`src/rtl/datapath_scheduler.sv`:
```
// Round-robin scheduler sharing one datapath among three requesters: grants one
// operand triple, strobes it into the datapath, captures results after LATENCY cycles.
module datapath_scheduler #(
   parameter int W       = 8,
   parameter int LATENCY = 2
) (
   input  logic           clk,
   input  logic           reset_n,
   input  logic [2:0]     req,
   input  logic [3*W-1:0] op1,
   input  logic [3*W-1:0] op2,
   input  logic [3*W-1:0] op3,
   output logic [2:0]     grant,
   output logic [W-1:0]   dp_in1,
   output logic [W-1:0]   dp_in2,
   output logic [W-1:0]   dp_in3,
   output logic           dp_load,
   input  logic [W-1:0]   dp_out1,
   input  logic [W-1:0]   dp_out2,
   output logic           resp_valid,
   input  logic           resp_ready,
   output logic [1:0]     resp_id,
   output logic [W-1:0]   resp_out1,
   output logic [W-1:0]   resp_out2,
   output logic           busy
);

   typedef enum logic [1:0] {IDLE, WAIT, RESP} state_t;

   state_t     state;
   logic [1:0] ptr;
   logic [3:0] cnt;
   logic [1:0] win;
   logic       win_vld;

   function automatic logic [1:0] rr_idx(input logic [1:0] base, input int unsigned off);
      int unsigned s;
      s = int'(base) + off;
      if (s >= 3) s = s - 3;
      return s[1:0];
   endfunction

   function automatic logic [1:0] next_ptr(input logic [1:0] k);
      return (k == 2'd2) ? 2'd0 : k + 2'd1;
   endfunction

   // First requester found scanning from ptr upward (mod 3) wins.
   always_comb begin
      win     = 2'd0;
      win_vld = 1'b0;
      for (int j = 0; j < 3; j++) begin
         if (!win_vld && req[rr_idx(ptr, j)]) begin
            win     = rr_idx(ptr, j);
            win_vld = 1'b1;
         end
      end
   end

   assign grant = (reset_n && state == IDLE && win_vld) ? (3'b001 << win) : 3'b000;
   assign busy  = (state != IDLE);

   always_ff @(posedge clk or negedge reset_n) begin
      if (!reset_n) begin
         state      <= IDLE;
         ptr        <= 2'd0;
         cnt        <= 4'd0;
         dp_in1     <= '0;
         dp_in2     <= '0;
         dp_in3     <= '0;
         dp_load    <= 1'b0;
         resp_valid <= 1'b0;
         resp_id    <= 2'd0;
         resp_out1  <= '0;
         resp_out2  <= '0;
      end else begin
         case (state)
            IDLE: begin
               if (win_vld) begin
                  dp_in1  <= op1[int'(win)*W +: W];
                  dp_in2  <= op2[int'(win)*W +: W];
                  dp_in3  <= op3[int'(win)*W +: W];
                  dp_load <= 1'b1;
                  resp_id <= win;
                  ptr     <= next_ptr(win);
                  cnt     <= 4'(LATENCY);
                  state   <= WAIT;
               end
            end
            WAIT: begin
               dp_load <= 1'b0;
               // cnt reaches zero exactly when the datapath presents this load's results.
               if (cnt == 4'd0) begin
                  resp_out1  <= dp_out1;
                  resp_out2  <= dp_out2;
                  resp_valid <= 1'b1;
                  state      <= RESP;
               end else begin
                  cnt <= cnt - 4'd1;
               end
            end
            RESP: begin
               if (resp_ready) begin
                  resp_valid <= 1'b0;
                  state      <= IDLE;
               end
            end
            default: state <= IDLE;
         endcase
      end
   end

endmodule

```
`config.mk`:
```
export PLATFORM = sky130hd
export DESIGN_NAME = datapath_scheduler
export DESIGN_NICKNAME = d
export VERILOG_FILES = /design/src/rtl/datapath_scheduler.sv
export SDC_FILE = /design/constraint.sdc
export NUM_CORES = 1
export LEC_CHECK = 0
export ABC_AREA = 1
export CAP_MARGIN = 40
export CORE_MARGIN = 3
export CORE_UTILIZATION = 44
export DETAILED_ROUTE_END_ITERATION = 8
export PLACE_DENSITY_LB_ADDON = 0.2
export SETUP_SLACK_MARGIN = 0.05
export SYNTH_ARGS = -nofsm -noshare
export SYNTH_HDL_FRONTEND = slang
export SYNTH_SLANG_ARGS = --single-unit
```
`constraint.sdc`:
```
create_clock -name clk -period 4.8 [get_ports clk]
set_clock_uncertainty 0.05 [all_clocks]
set_input_delay 1.44 -clock clk [delete_from_list [all_inputs] [get_ports clk]]
set_output_delay 1.44 -clock clk [all_outputs]
set_load 0.005 [all_outputs]
```
==> summary.md, run 1 <==
| Metric | Value |
|---|---|
| Final setup TNS | 0 ns |
| Core Area | 6420 um2 |
| Leak pwr | 2.23 nW |
| CTS Buffer Depth | 2 |
| Synth top area share | 43.9% |
| H-tree depth | 2 |
| Largest net degree at the start of global routing | 53 |
| Post-synthesis cell type count | 29 |
| Antenna-violating nets left | 0 |
| Highest clock rate | 220 MHz |
| Syn_nets | 476 |
| Syn avg cell area | 7.89 um2 |
| CTS tree | done |
| Wire per inst | 15.6 um |
| Max VDD drop | 0.331 mV |
| Row count | 29 |
| DRC Markers | 0 |
| CP required | 3.31 ns |
| XOR/XNOR Fraction of Synth Area | 0.591% |
| Post-synth top flop | dfrtp_1 |
| First-pass GRT wire length | 14700 um |
| Via density per instance | 5.43 |
| Total GRT Usage | 24.2% |
| Cts hold-fix bufs | 0 |
| Tcrit/Tclk final | 94.7% |
| Synth Area in Simple Gates | 34.5% |
| # clock sinks | 52 |
| Outcome | finished, final reports clean |
| RSZ-0062 raised after global routing | no |
| Starting DRT DRC Count | 173 |
| Antenna violations before repair | 0 |
| Die width | 88.1 um |
| DIE HEIGHT | 88.1 um |
| Post-synthesis mux area share | 6.08% |
| Clock Latency Late Sink | 0.30 ns |
| Kind of end point of the critical path | output port |
| Initial Util | 46.2% |
| Top post-synthesis cells by area | dfrtp_1 44%, nand2_1 16%, nand3_1 13%, mux2_2 6.1%, a21oi_1 4.4% |
| Post-Synth Adder-Cell Area | 2.53% |
| GRT overflow | 0 |
| Worst min path class | flop to flop |
| Final Slew Violations | 0 |
| Maximum net fanout on the critical path | 6 |
| Root Buffer | clkbuf_8 |
| Number of synthesized register bits | 52 |
| Area of the die | 7760 um2 |
| Largest family of logic cells by synthesized area | simple AND/OR/NAND/NOR gates |
| Sequential element share of the synthesized area | 43.9% |
| Worst-margin pin slew | 0.818 ns |
| Slew margin rel. | 45.3% |
| Minimum clock period | 4.55 ns |
| Post-synth EDFFs | 0 |
| CTS buffer count | 5 |
| IO buf count | 141 |
| Post-layout net count | 620 |
| Final Util | 71.7% |
| RePlAce Congestion | 0.933 |
| Number of primary I/O pins | 142 |
| Synth area leader | dfrtp_1 |
| CP arrival | 3.06 ns |
| FFs w/ async S/R, synth | 100% |
| Compound-gate portion of the synthesized area | 6.12% |
| WS Path Type | input pin to output port |
| CTS clk-pin slew, worst paths | 0.08 ns |
| Layout area overhead | 55.3% |
| Max-cap violations | 0 |
| Share of cells above drive strength 1 | 11.7% |
| Startpoint types | input pin |
| Cell area after synthesis | 2970 um2 |
| Final setup fails | 0 |
| DRT Wirelength | 9310 um |
| DR vias | 3246 |
| Dpl hpwl | 6940 um |
| Synth warnings | 0 |
| DRT Pass-1 Iters | 5 |
| Final hold viol count | 0 |
| Vias in the first global route | 3165 |
| Mapped Cells | 376 |
| PwrDens | 691 nW/um2 |
| Number of diodes | 0 |
## area by class of cell
class | instances | area (um2)
fillers | 518 | 1820
repair buffers | 157 | 1520
multi-input cells | 284 | 1480
flip-flops and latches | 52 | 1300
clock buffers | 7 | 96.3
well taps | 77 | 96.3
inverters | 20 | 75.1
clock inverters | 1 | 30.0
## final timing paths
| kind | slack [ns] | depth (start not counted) | startpoint | to |
|---|---|---|---|---|
| setup / recovery | 0.25 | 10 | req[2] | grant[0] |
| hold / removal | 0.44 | 2 | dp_in1[0]$_DFFE_PN0P_ | dp_in1[0]$_DFFE_PN0P_ |
| setup reg to reg | 2.32 | 12 | ptr[0]$_DFFE_PN0P_ | cnt[1]$_DFFE_PN0P_ |
| hold reg to reg | 0.44 | 2 | dp_in1[0]$_DFFE_PN0P_ | dp_in1[0]$_DFFE_PN0P_ |
| max in group asynchronous | 3.03 | 2 | reset_n | resp_out2[4]$_DFFE_PN0P_ |
| min in group asynchronous | 1.23 | 2 | reset_n | dp_in2[3]$_DFFE_PN0P_ |
## per-stage QoR
step / instances / hold slack, ns / setup WS (ns) / cell area, um2 / total power, mW
floorplan: 376 / 0.422 / 0.867 / 2970 / 2.04
global placement: 588 / 0.413 / 0.0279 / 4460 / 2.77
detailed placement: 588 / 0.414 / -0.0260 / 4460 / 2.84
CTS: 598 / 0.436 / 0.251 / 4600 / 3.20
global route: 598 / 0.457 / 0.147 / 4600 / 3.47
finish: 598 / 0.436 / 0.253 / 4600 / 3.18
## metal layers
metal  routed length (um)  share of wire [%]  vias to the layer above  track usage, %
met1                 3450                 37                     1561            28.3
met2                 4940                 53                      143            42.2
met4                  172                1.8                        0            8.65
met3                  741                8.0                       19            6.87
li1                     -                  -                     1523               -
met5                    0                  0                        -               0
## kinds of logic after synthesis
kind of cell    after synthesis
xor+xnor                      2
compound gates               34
fa+ha+maj                     6
buf+inv                      40
simple gates                226
mux                          16
flops                        52
## registers in the layout, indices dropped and copies added, names as in the netlist
name and cells:
cnt 4, resp_id 2, ptr 2, dp_load 1, resp_out1 8, resp_out2 8, dp_in2 8, dp_in3 8
resp_valid 1, state 2, dp_in1 8
## what timing repair did
action	4_1_cts	5_1_grt
setup endpoints to repair	3	0
buffers inserted	2	0
gates resized for setup	4	0
## worst max-delay path: stages
cell             delay [ns]
clkdlybuf4s50_1        0.50
inv_1                  0.08
o21ai_2                0.19
nand2_4                0.10
nand2_1                0.09
nand2_1                0.06
inv_2                  0.08
nand2_1                0.08
nor3_1                 0.18
dlygate4sd2_1          0.25
## synthesized netlist by cell type (all sizes together) (2+ instances only)
library cell    n
buf            18
nor3            4
dfrtp          52
o21ai           5
clkbuf          2
ha              6
a21oi          27
nand4           4
xor2            2
inv            20
mux2           16
nand3          80
nor2            8
nand2         129
## report_power, final
| part | leakage, nW | total, mW | internal [mW] | switching, mW |
|---|---|---|---|---|
| clock network | 0.0645 | 0.326 | 0.184 | 0.142 |
| registers | 0.628 | 0.783 | 0.667 | 0.116 |
| logic | 1.54 | 2.07 | 0.953 | 1.12 |
## cells in the final DEF, fill, tap and decap left out, drive strengths merged
cell type,count
a21oi,27
buf,17
bufinv,1
clkbuf,7
clkdlybuf4s50,137
dfrtp,52
dlygate4sd2,3
ha,6
inv,20
mux2,16
nand2,129
nand3,80
nand4,4
nor2,8
nor3,4
o21a,1
o21ai,5
o22ai,1
or2,1
xor2,2
(Power assumes the default switching activity.)
==> run 2: changes to the inputs <==
CAP_MARGIN = 20   (was 40)
CTS_CLUSTER_DIAMETER = 80   (was not set)
==> results of run 2 <==
Final layout, timing and power as in run 1 (identical DEF).
==> run 3: changes to the inputs <==
ABC_CLOCK_PERIOD_IN_PS = 5000   (was not set)
CORE_UTILIZATION = 41   (was 44)
CTS_CLUSTER_DIAMETER = not set   (was 80)
clock period = 5 ns   (was 4.8 ns; I/O delays follow)
==> run 3 against run 2 <==
  * Utilization fell by 5.3 points
  * Count of clock-buffer cells in the layout is 1 lower
  * Die area up 6.8%
  * Non-clock buffer count decreased by 1
  * Register-to-register slack better by 0.15 ns
  * Cell area shrank 0.38%
  * Critical path depth shrank 1
  * Setup slack worse by 0.0093 ns
  * First-iteration DRC count shrank 32%
  * Largest power group unchanged
==> summary.md, run 3 (synthesized netlist as in run 1, its figures left out) <==
| Metric | Value |
|---|---|
| Outcome | finished, final reports clean |
| Area of the multi-input gates | 1490 um2 (+0.51%) |
| Highest clock rate | 210 MHz |
| CP arrival | 3.21 ns (+0.15 ns) |
| Final hold viol count | 0 (unchanged) |
| CTS tree | done |
| Vias in the first global route | 3059 (-3.3%) |
| Critical path buffers and inverters | 4 (unchanged) |
| # clock sinks | 52 (unchanged) |
| Kind of end point of the critical path | output port |
| Antenna violations before repair | 0 (unchanged) |
| Worst min path class | flop to flop |
| Die width | 91.0 um (+3.3%) |
| RSZ-0062 raised after global routing | no |
| Core Area | 6910 um2 (+7.5%) |
| Commonest non-fill, non-tap cell in the layout | clkdlybuf4s50_1 |
| Max VDD drop | 0.290 mV (-13%) |
| Largest net degree at the start of global routing | 53 (unchanged) |
| Max-cap violations | 0 (unchanged) |
| Final Slew Violations | 0 (unchanged) |
| CP required | 3.45 ns (+0.14 ns) |
| Total GRT Usage | 22.2% (-1.9 points) |
| Slew margin rel. | 44.1% (-1.3 points) |
| Number of primary I/O pins | 142 (unchanged) |
| GRT overflow | 0 (unchanged) |
| Leak pwr | 2.23 nW (+0.11%) |
| Final setup fails | 0 (unchanged) |
| Final setup TNS | 0 ns (unchanged) |
| H-tree depth | 2 (unchanged) |
| Antenna-violating nets left | 0 (unchanged) |
| Slowest stage delay, CP | 0.50 ns (about the same) |
| Critical path's slowest cell | clkdlybuf4s50_1 |
| DR vias | 3126 (-3.7%) |
| First-pass GRT wire length | 15000 um (+2.1%) |
| Clock Latency Late Sink | 0.30 ns (about the same) |
| Share of cells above drive strength 1 | 11.6% (-0.15 points) |
| CTS clk-pin slew, worst paths | 0.08 ns (about the same) |
| Reg area | 1300 um2 (unchanged) |
| WS Path Type | input pin to output port |
| DRC Markers | 0 (unchanged) |
| Fill cells | 609 (+18%) |
| Commonest cells after routing, fill and taps aside | 137 x clkdlybuf4s50_1, 122 x nand2_1, 79 x nand3_1, 52 x dfrtp_1, 25 x a21oi_1 |
| Critical path's top delay family | buffers and inverters |
| Starting DRT DRC Count | 117 (-32%) |
| Minimum clock period | 4.76 ns |
| Area of the die | 8290 um2 (+6.8%) |
| Via density per instance | 5.08 (-6.4%) |
| Number of diodes | 0 (unchanged) |
| Row count | 30 (+3.4%) |
| PwrDens | 644 nW/um2 (-6.8%) |
| Cells along the critical path | clkdlybuf4s50_1, inv_1, o21ai_2, nand2_4, a21oi_2, nand2_2, buf_4, nor3_2, dlygate4sd2_1 |
| Dpl hpwl | 6850 um (-1.3%) |
| IO buf count | 141 (unchanged) |
| Post-layout net count | 619 (-0.16%) |
| Initial Util | 42.9% (-3.2 points) |
| Root Buffer | clkbuf_8 |
| DRT Wirelength | 9150 um (-1.7%) |
| Maximum net fanout on the critical path | 6 (unchanged) |
| Layout area overhead | 54.7% |
| Startpoint types | input pin |
| RePlAce Congestion | 0.835 (-10%) |
| Wire per inst | 14.9 um (-4.4%) |
| Worst-margin pin slew | 0.837 ns (+0.0191 ns) |
| DRT Pass-1 Iters | 4 (-1) |
| Tcrit/Tclk final | 95.1% |
| Worst Hold Margin | 0.432 ns (-0.00396 ns) |
| CTS Buffer Depth | 2 (unchanged) |
| CTS buffer count | 5 (unchanged) |
| Cts hold-fix bufs | 0 (unchanged) |
| DIE HEIGHT | 91.0 um (+3.3%) |
-- run 3: cell type report --
class,count,area share [%]
repair buffers,156,33.2
multi-input cells,284,32.5
clock buffers,6,1.58
inverters,20,1.64
clock inverters,1,0.109
well taps,96,2.62
flip-flops and latches,52,28.4
-- run 3: worst paths after layout --
check | startpoint | endpoint | slack (ns) | cells past startpoint
max in group asynchronous | reset_n | dp_in1[0]$_DFFE_PN0P_ | 3.11 | 2
max reg2reg | ptr[0]$_DFFE_PN0P_ | cnt[1]$_DFFE_PN0P_ | 2.47 | 11
max | req[2] | grant[0] | 0.24 | 9
min in group asynchronous | reset_n | resp_valid$_DFFE_PN0P_ | 1.34 | 2
min | dp_in2[6]$_DFFE_PN0P_ | dp_in2[6]$_DFFE_PN0P_ | 0.43 | 2
min reg2reg | dp_in2[6]$_DFFE_PN0P_ | dp_in2[6]$_DFFE_PN0P_ | 0.43 | 2
-- run 3: report_power, final --
part	switching [mW]	internal (mW)	total, mW
registers	0.117	0.641	0.758
logic	1.06	0.909	1.97
clock network	0.129	0.0956	0.224
total	1.31	1.65	2.95
-- run 3: what timing repair did --
action / CTS / global route
pin swaps: 1 / 2
resized for setup: 3 / 3
endpoints found under the setup margin: 2 / 2
setup buffers: 1 / 1
-- run 3: metal layers --
| metal | GRT usage, % | wire length (um) | up-vias |
|---|---|---|---|
| li1 | - | - | 1522 |
| met1 | 25.9 | 3550 | 1478 |
| met2 | 38.9 | 4770 | 107 |
| met3 | 5.55 | 584 | 19 |
| met4 | 9.17 | 252 | 0 |
| met5 | 0 | 0 | - |
-- run 3: metrics by stage --
step / power, mW / setup slack, ns / area, um2 / instances / util, %
6_report: 2.95 / 0.243 / 4590 / 615 / 66.4
4_1_cts: 2.97 / 0.0510 / 4570 / 614 / 66.2
2_1_floorplan: 1.96 / 0.947 / 2970 / 376 / -
5_1_grt: 3.24 / 0.155 / 4590 / 615 / 66.4
3_3_place_gp: 2.67 / 0.0589 / 4480 / 606 / 64.9
3_5_place_dp: 2.73 / -0.0549 / 4480 / 606 / 64.9
-- run 3: worst reg2reg max path, cell delays in order, from the launching register on --
cell and delay, ns:
dfrtp_1 0.39, inv_1 0.09, ha_1 0.34, inv_1 0.09
nand3_1 0.10, nand2_1 0.10, nor2_4 0.15, nand4_1 0.12
nand2_2 0.09, buf_4 0.42, nand2_1 0.24, o21ai_0 0.25
